$ cat src/rtl/sl_bus_pkg.sv
// sl_bus_pkg: shared widths and reader state encoding for the slave output bus.
package sl_bus_pkg;
   localparam int SL_ADDR_W = 9;
   localparam int SL_DATA_W = 9;
   localparam int SL_LAST_BIT = 8;
   localparam int SL_IDX_W = 3;
   typedef enum logic [2:0] {
      ST_IDLE,
      ST_GRANT,
      ST_FETCH,
      ST_SEND,
      ST_RELEASE
   } state_e;
endpackage

$ cat src/rtl/sl_bus_reader_if.sv
// sl_bus_reader_if: shared slave FIFO bus plus the byte stream toward the host.
interface sl_bus_reader_if #(parameter int NUM_SRC = 4);
   import sl_bus_pkg::*;
   logic [NUM_SRC-1:0]   sl_arb_request;
   logic [NUM_SRC-1:0]   sl_arb_grant;
   logic [SL_ADDR_W-1:0] sl_tail;
   logic [SL_ADDR_W-1:0] sl_addr;
   logic [SL_DATA_W-1:0] sl_data;
   logic                 sl_latch_tail;
   logic [7:0]           out_data;
   logic                 out_last;
   logic                 out_valid;
   logic                 out_ready;
   modport master (
      input  sl_arb_request, sl_tail, sl_data, out_ready,
      output sl_arb_grant, sl_addr, sl_latch_tail, out_data, out_last, out_valid
   );
   modport slave (
      output sl_arb_request, sl_tail, sl_data, out_ready,
      input  sl_arb_grant, sl_addr, sl_latch_tail, out_data, out_last, out_valid
   );
endinterface

$ cat src/rtl/sl_bus_reader_arb.sv
// rr_arbiter: round-robin one-hot winner, search starts just past the last retired source.
module rr_arbiter
   import sl_bus_pkg::*;
#(
   parameter int NUM_SRC = 4
) (
   input  logic               clk,
   input  logic               rst_n,
   input  logic [NUM_SRC-1:0] req,
   input  logic [NUM_SRC-1:0] gnt,
   input  logic               adv,
   output logic [NUM_SRC-1:0] win
);
   logic [SL_IDX_W-1:0] last_q, last_d;
   logic                found;
   always_comb begin
      win = '0;
      found = 1'b0;
      // offset i from last_q, wrapped without a modulo
      for (int i = 1; i <= NUM_SRC; i++) begin
         for (int j = 0; j < NUM_SRC; j++) begin
            if (!found && req[j] && (int'(last_q) + i == j || int'(last_q) + i == j + NUM_SRC)) begin
               win[j] = 1'b1;
               found = 1'b1;
            end
         end
      end
   end
   always_comb begin
      last_d = last_q;
      for (int j = 0; j < NUM_SRC; j++) begin
         if (adv && gnt[j]) last_d = SL_IDX_W'(j);
      end
   end
   always_ff @(posedge clk or negedge rst_n) begin
      if (!rst_n) last_q <= SL_IDX_W'(NUM_SRC - 1);
      else last_q <= last_d;
   end
endmodule

$ cat src/rtl/sl_bus_reader.sv
// sl_bus_reader: grants one FIFO owner at a time and streams its oldest frame byte by byte.
module sl_bus_reader
   import sl_bus_pkg::*;
#(
   parameter int         NUM_SRC   = 4,
   parameter logic [8:0] MAX_FRAME = 9'd300
) (
   input  logic            clk,
   input  logic            rst_n,
   sl_bus_reader_if.master bus,
   output logic            frame_err,
   output logic [15:0]     frame_count
);
   state_e               state_q, state_d;
   logic [NUM_SRC-1:0]   grant_q, grant_d, win;
   logic [SL_ADDR_W-1:0] addr_q, addr_d;
   logic [8:0]           cnt_q, cnt_d;
   logic [7:0]           data_q, data_d;
   logic                 last_q, last_d, trunc_q, trunc_d, err_q, err_d, adv;
   logic [15:0]          count_q, count_d;
   rr_arbiter #(.NUM_SRC(NUM_SRC)) u_arb (
      .clk(clk),
      .rst_n(rst_n),
      .req(bus.sl_arb_request),
      .gnt(grant_q),
      .adv(adv),
      .win(win)
   );
   always_comb begin
      state_d = state_q;
      grant_d = grant_q;
      addr_d = addr_q;
      cnt_d = cnt_q;
      data_d = data_q;
      last_d = last_q;
      trunc_d = trunc_q;
      err_d = 1'b0;
      count_d = count_q;
      adv = 1'b0;
      case (state_q)
         ST_IDLE: begin
            if (|bus.sl_arb_request) begin
               grant_d = win;
               state_d = ST_GRANT;
            end
         end
         ST_GRANT: begin
            addr_d = bus.sl_tail;
            cnt_d = '0;
            state_d = ST_FETCH;
         end
         ST_FETCH: begin
            // the byte at the limit closes the frame even without a last marker
            trunc_d = cnt_q == MAX_FRAME - 9'd1 && !bus.sl_data[SL_LAST_BIT];
            last_d = bus.sl_data[SL_LAST_BIT] || trunc_d;
            data_d = bus.sl_data[7:0];
            state_d = ST_SEND;
         end
         ST_SEND: begin
            if (bus.out_ready) begin
               cnt_d = cnt_q + 9'd1;
               addr_d = addr_q + 9'd1;
               err_d = trunc_q;
               state_d = last_q ? ST_RELEASE : ST_FETCH;
            end
         end
         ST_RELEASE: begin
            count_d = count_q + 16'd1;
            adv = 1'b1;
            grant_d = '0;
            state_d = ST_IDLE;
         end
         default: state_d = ST_IDLE;
      endcase
   end
   always_ff @(posedge clk or negedge rst_n) begin
      if (!rst_n) begin
         state_q <= ST_IDLE;
         grant_q <= '0;
         addr_q <= '0;
         cnt_q <= '0;
         data_q <= '0;
         last_q <= 1'b0;
         trunc_q <= 1'b0;
         err_q <= 1'b0;
         count_q <= '0;
      end else begin
         state_q <= state_d;
         grant_q <= grant_d;
         addr_q <= addr_d;
         cnt_q <= cnt_d;
         data_q <= data_d;
         last_q <= last_d;
         trunc_q <= trunc_d;
         err_q <= err_d;
         count_q <= count_d;
      end
   end
   assign bus.sl_arb_grant = grant_q;
   assign bus.sl_addr = addr_q;
   assign bus.sl_latch_tail = state_q == ST_RELEASE;
   assign bus.out_data = data_q;
   assign bus.out_last = last_q;
   assign bus.out_valid = state_q == ST_SEND;
   assign frame_err = err_q;
   assign frame_count = count_q;
endmodule

$ cat src/flat_wrapper.sv
// flat-port wrapper written by rule: the top's interface ports become plain ports
module sl_bus_reader_flat import sl_bus_pkg::*;
#(
   parameter int         NUM_SRC   = 4,
   parameter logic [8:0] MAX_FRAME = 9'd300
)
  (clk, rst_n, frame_err, frame_count, bus_sl_arb_request, bus_sl_tail, bus_sl_data, bus_out_ready, bus_sl_arb_grant, bus_sl_addr, bus_sl_latch_tail, bus_out_data, bus_out_last, bus_out_valid);
  sl_bus_reader_if #(.NUM_SRC(NUM_SRC)) bus_i ();
  input  logic clk;
  input  logic rst_n;
  output logic frame_err;
  output logic [15:0] frame_count;
  input wire logic [$bits(bus_i.sl_arb_request)-1:0] bus_sl_arb_request;
  input wire logic [$bits(bus_i.sl_tail)-1:0] bus_sl_tail;
  input wire logic [$bits(bus_i.sl_data)-1:0] bus_sl_data;
  input wire logic [$bits(bus_i.out_ready)-1:0] bus_out_ready;
  output wire logic [$bits(bus_i.sl_arb_grant)-1:0] bus_sl_arb_grant;
  output wire logic [$bits(bus_i.sl_addr)-1:0] bus_sl_addr;
  output wire logic [$bits(bus_i.sl_latch_tail)-1:0] bus_sl_latch_tail;
  output wire logic [$bits(bus_i.out_data)-1:0] bus_out_data;
  output wire logic [$bits(bus_i.out_last)-1:0] bus_out_last;
  output wire logic [$bits(bus_i.out_valid)-1:0] bus_out_valid;
  assign bus_i.sl_arb_request = bus_sl_arb_request;
  assign bus_i.sl_tail = bus_sl_tail;
  assign bus_i.sl_data = bus_sl_data;
  assign bus_i.out_ready = bus_out_ready;
  assign bus_sl_arb_grant = bus_i.sl_arb_grant;
  assign bus_sl_addr = bus_i.sl_addr;
  assign bus_sl_latch_tail = bus_i.sl_latch_tail;
  assign bus_out_data = bus_i.out_data;
  assign bus_out_last = bus_i.out_last;
  assign bus_out_valid = bus_i.out_valid;
  sl_bus_reader #(.NUM_SRC(NUM_SRC), .MAX_FRAME(MAX_FRAME)) u_core (.clk(clk), .rst_n(rst_n), .bus(bus_i), .frame_err(frame_err), .frame_count(frame_count));
endmodule
$ cat config.mk
export PLATFORM = sky130hd
export DESIGN_NAME = sl_bus_reader_flat
export DESIGN_NICKNAME = d
export VERILOG_FILES = /design/src/rtl/sl_bus_pkg.sv /design/src/rtl/sl_bus_reader_if.sv /design/src/rtl/sl_bus_reader_arb.sv /design/src/rtl/sl_bus_reader.sv /design/src/flat_wrapper.sv
export SDC_FILE = /design/constraint.sdc
export NUM_CORES = 1
export LEC_CHECK = 0
export CORE_ASPECT_RATIO = 0.75
export CORE_MARGIN = 3
export CORE_UTILIZATION = 50
export DETAILED_ROUTE_END_ITERATION = 7
export PLACE_DENSITY = 0.91
export SLEW_MARGIN = 30
export SYNTH_ARGS = -nofsm -noshare
export SYNTH_HDL_FRONTEND = slang
export SYNTH_SLANG_ARGS = --single-unit
$ cat constraint.sdc
create_clock -name clk -period 4.5 [get_ports clk]
set_input_delay 1.125 -clock clk [delete_from_list [all_inputs] [get_ports clk]]
set_output_delay 1.125 -clock clk [all_outputs]
set_load 0.02 [all_outputs]
## Yosys cells after proc, flatten, opt, wreduce, memory -nomap -nowiden

Index checks and enable logic that the tools add are counted.

- Bits in registers: 55
- Bits in latches: 0
- Memory bits (writable): 0
- Memory bits (read-only): 0
- Bits of input ports: 25
- Memories kept: 0

- Add/subtract/negate cells: 7
- Multiply operators: 0
- Div/mod/pow operators: 0
- $lt $le $gt $ge: 0
- Equality and inequality tests: 35
- Shift operators: 0
- Mux-type cells: 47
- Bitwise logic cells: 0
- Reductions and logical operators: 81

Operator list:

| cell | count |
|---|---|
| equality test 32 x 4 -> 1 bit, second input constant | 12 |
| equality test 32 x 3 -> 1 bit, second input constant | 8 |
| equality test 32 x 2 -> 1 bit, second input constant | 4 |
| logical NOT 32 bit | 4 |
| logical AND 1 bit | 36 |
| one-hot mux 9 bit (2 select lines) | 2 |
| two-way mux 1 bit | 33 |
| two-way mux 3 bit | 7 |
| adder 9 x 1 -> 9 bit, second input constant | 2 |
| two-way mux 9 bit | 2 |
| logical OR 1 bit | 17 |
| adder 16 x 1 -> 16 bit, second input constant | 1 |
| equality test 4 x 3 -> 1 bit, second input constant | 4 |
| logical NOT 1 bit | 16 |
| one-hot mux 3 bit (4 select lines) | 1 |
| equality test 9 bit, second input constant | 1 |
| adder 3 x 2 -> 4 bit, second input constant | 2 |
| one-hot mux 4 bit (2 select lines) | 1 |
| equality test 3 x 2 -> 1 bit, second input constant | 2 |
| AND reduction 2 bit | 3 |
| adder 3 x 1 -> 4 bit, second input constant | 1 |
| adder 3 x 3 -> 4 bit, second input constant | 1 |
| two-way mux 4 bit | 1 |
| nonzero test 2 bit | 2 |
| 7 further kinds | 7 |

## Logic depth before layout (Yosys ltp)

- Word-level depth: 67
- Mapped depth: 7

## By module

From an unflattened synthesis, not the netlist that was laid out.

- Cell total of the unflattened synthesis: 258
- Area total of the unflattened synthesis: 2680.1 um2

By module, submodules not included:

| module | times used | cells an instance | area each (um2) | seq. area each (um2) |
|---|---|---|---|---|
| sl_bus_reader | 1 | 231 | 2488.6 | 1301.2 |
| rr_arbiter | 1 | 27 | 191.4 | 52.6 |

## Worst setup path before layout

No wires, ideal clock.

- Path type: reg-to-output
- Start: reg u_core.state_q[0]
- End: out bus_sl_latch_tail
- Arrival time: 1255 ps
- Required time: 3375 ps
- Slack: 2120 ps
- Cell stages (with the launch flop): 5
- Path buffers: 2
- Path through: dfrtp_1 -> buf_2 -> or3b_4 -> buf_6 -> inv_1

- Word-level cells in the longest chain between the ends: 1

RTL lines:

| item | line | text |
|---|---|---|
| start, declared | sl_bus_reader.sv:14 | `state_e state_q, state_d;` |
| start signal, assigned | sl_bus_reader.sv:88 | `state_q <= state_d;` |
| equality test 3 bit | sl_bus_reader.sv:101 | `assign bus.sl_latch_tail = state_q == ST_RELEASE;` |
| end, declared | flat_wrapper.sv:19 | `output wire logic [$bits(bus_i.sl_latch_tail)-1:0] bus_sl_latch_tail;` |

Every way passes these cells.

## Final worst setup path

- Start: reg u_core.state_q[1]
- End: out bus_sl_latch_tail

The elaborated chain is that of the path after synthesis.

==> summary.md <==
| Metric | Value |
|---|---|
| Status | finished, final reports clean |
| RSZ-0062 raised after global routing | no |
| Critical path arrival | 2410 ps |
| Leakage Power | 1.43 nW |
| Largest net degree at the start of global routing | 30 |
| Syn_nets | 290 |
| Buf/Inv on CP | 2 |
| Final ANT Viol Nets | 0 |
| 1st-pass router iterations | 4 |
| CTS Buffer Depth | 2 |
| Worst Setup Start Kind | flop |
| Synth area leader | dfrtp_1 |
| Required time of the critical path | 3380 ps |
| Peak supply drop | 301 uV |
| Die width | 90.1 um |
| Cell variety after synth | 45 |
| Hold Crit Endpoint | u_core.frame_count[15]$_DFFE_PN0P_ |
| Row cnt | 22 |
| CP max stage delay | 660 ps |
| Reg2reg path depth | 4 |
| Htree depth | 2 |
| Net count, final | 354 |
| CTS buffer count | 5 |
| Final wirelength | 6120 um |
| Syn avg cell area | 10.1 sq um |
| Final worst path period share | 78.6% |
| Initial core utilization | 53.0% |
| Post-Syn Area | 2650 sq um |
| Asr flop ratio synth | 100% |
| Core Region | 5010 sq um |
| First-pass GRT wire length | 10800 um |
| Crit. End Element | output port |
| Vias in the first global route | 2235 |
| Share of the synthesized area in the top cell type | 49.0% |
| Slew of the pin with the lowest slew margin | 715 ps |
| Hold_buf cts | 0 |
| GRT overflow | 0 |
| CTS tree | yes |
| Yosys warns | 0 |
| Reg2reg end | u_core.frame_count[12]$_DFFE_PN0P_ |
| Hold Crit Depth | 1 |
| Post-CTS setup buffer count | 0 |
| DR WL met2 | 2680 um |
| Die area | 6230 sq um |
| Seq cells post-synth | 54 |
| Post-synthesis sequential area ratio | 51.0% |
| Final Max Slew Viols | 0 |
| Crit Path Class | reg2out |
| Metal3 WL | 511 um |
| CTS clk-pin slew, worst paths | 110 ps |
| Final period demand of the worst path | 3540 ps |
| Worst relative slew slack | 52.3% |
| Final Skew | 12.2 ps |
| Setup TNS | 0 ps |
| Final Hold Fails | 0 |
| Post_cts resized | 0 |
| Cells along the critical path | or3b_4, inv_1, clkdlybuf4s50_1 |
| Initial antenna violation count | 0 |
| Port Buf Inserts | 65 |
| Maxcap violations | 0 |
| Layout cells sized above 1 | 8.56% |
| Top cells by area, synth | dfrtp_1 (49%), xnor2_1 (4.3%), mux2_2 (3.8%) |
| PwrDens | 574 nW/um^2 |
| Later-pin clock latency in the skew report | 320 ps |
| Top Ports | 66 |
| Crit path max fanout | 24 |
| Critical path's slowest cell | dfrtp_1 |
| WL/cell | 15.3 um |
| DPL Wire Length | 4490 um |
| Die H | 69.1 um |
| Cell count after synthesis | 262 |
| CTS Root Cell | clkbuf_8 |
| Most used DFF post-synth | dfrtp_1 |
| Number of enable flip-flop cells after synthesis | 0 |
| Total number of vias | 2246 |
| Final RePlAce weighted congestion | 0.895 |
| First DRT Iteration DRCs | 172 |
| Reg2Reg Launch Point | u_core.state_q[1]$_DFFE_PN0P_ |
| R2R Setup Slk | 2420 ps |
| Final setup vio count | 0 |
| Total track usage | 21.1% |
| P&R area growth vs syn | 29.9% |
| Top sig layer | met4 |
| Fmax | 0.283 GHz |
| DRC | 0 |
| CP top delay family | buffers and inverters |
| Min-delay worst type | reg2reg |
| Min-delay src | u_core.frame_count[15]$_DFFE_PN0P_ |
| Total power | 1.98 mW |
| Wl on met1 | 2870 um |
| Ant. Diodes | 0 |
| Number of vias per cell | 5.63 |
| Clk sinks | 54 |
-- metrics by stage --
stage	hold slack [ps]	setup slack (ps)	cells	util, %	instance area [sq um]
2_1_floorplan	473	2120	262	-	2650
3_3_place_gp	462	1390	391	66.9	3350
3_5_place_dp	474	1320	391	66.9	3350
4_1_cts	490	965	399	68.8	3450
5_1_grt	522	817	399	68.8	3450
6_report	483	963	399	68.8	3450
-- cells in the mapped netlist (2+ instances only) --
library cell and count:
o22ai_1 8, a22o_1 2, buf_2 2, xor2_1 3
ha_1 3, nand4_1 13, dfstp_2 2, dfrtp_1 52
o31ai_1 2, nand3_1 13, xnor2_1 13, o21ai_0 19
clkbuf_1 6, a31oi_1 5, a21oi_1 19, nand2b_1 5
nor4_4 2, nor2_1 15, inv_1 10, or3_1 5
nand2_1 24, and3_1 3, mux2i_1 4, o22a_1 2
o2111ai_1 2, mux2_2 9
-- metal layers --
| metal | global-route usage, % | vias up |
|---|---|---|
| met5 | 0 | - |
| met4 | 5.26 | 0 |
| met3 | 5.78 | 7 |
| met2 | 32.0 | 95 |
| met1 | 30.2 | 1066 |
| li1 | - | 1078 |
-- power breakdown --
part,switching (mW),internal [mW]
clock,0.169,0.113
sequential,0.185,0.630
combinational,0.458,0.425
-- layout make-up --
cell class / instances / area [sq um]
timing repair buffer: 67 / 661
multi-input combinational: 188 / 1210
inverter: 10 / 37.5
fill: 405 / 1560
clock buffer: 5 / 68.8
clock inverter: 3 / 25.0
tap: 72 / 90.1
sequential: 54 / 1350
-- kinds of logic after synthesis --
group | share of synthesized area (%)
compound gates | 14.3
buf+inv | 3.35
mux | 5.33
simple gates | 19.3
fa+ha+maj | 1.41
flops | 51.0
xor+xnor | 5.28
-- registers in the layout, summed over array words and instances (netlist names) --
name	cells
u_core.frame_err	1
u_core.u_arb.last_q	2
u_core.state_q	3
u_core.bus.sl_arb_grant	4
u_core.bus.out_data	8
u_core.bus.sl_addr	9
u_core.bus.out_last	1
u_core.frame_count	16
u_core.cnt_q	9
u_core.trunc_q	1
-- placed cells by master, fill, tap and decap left out, drive strengths merged, types with 2 or more instances in the layout --
master         instances
clkdlybuf4s50         64
dfrtp                 52
nand2                 24
a21oi                 19
o21ai                 19
nor2                  15
nand3                 13
nand4                 13
xnor2                 13
inv                   11
mux2                   9
o22ai                  8
nand2b                 5
or3                    5
a31oi                  5
clkbuf                 5
mux2i                  4
nor4                   4
and3                   3
xor2                   3
ha                     3
buf                    3
o2111ai                2
o31ai                  2
a22o                   2
o22a                   2
dfstp                  2
or2                    2
-- how the worst max path moves through the flow --
| stage | from | to | slack (ps) | cells after the start |
|---|---|---|---|---|
| after global routing | u_core.state_q[1]$_DFFE_PN0P_ | bus_sl_latch_tail | 820 | 3 |
| final | u_core.state_q[1]$_DFFE_PN0P_ | bus_sl_latch_tail | 960 | 3 |
| after global placement | u_core.state_q[1]$_DFFE_PN0P_ | bus_sl_latch_tail | 1390 | 3 |
| after detailed placement | u_core.state_q[1]$_DFFE_PN0P_ | bus_sl_latch_tail | 1320 | 3 |
| after CTS | u_core.state_q[1]$_DFFE_PN0P_ | bus_sl_latch_tail | 970 | 3 |
| after floorplan | u_core.state_q[0]$_DFFE_PN0P_ | bus_sl_latch_tail | 2120 | 4 |
No activity file was read; power rests on OpenSTA's default activity.
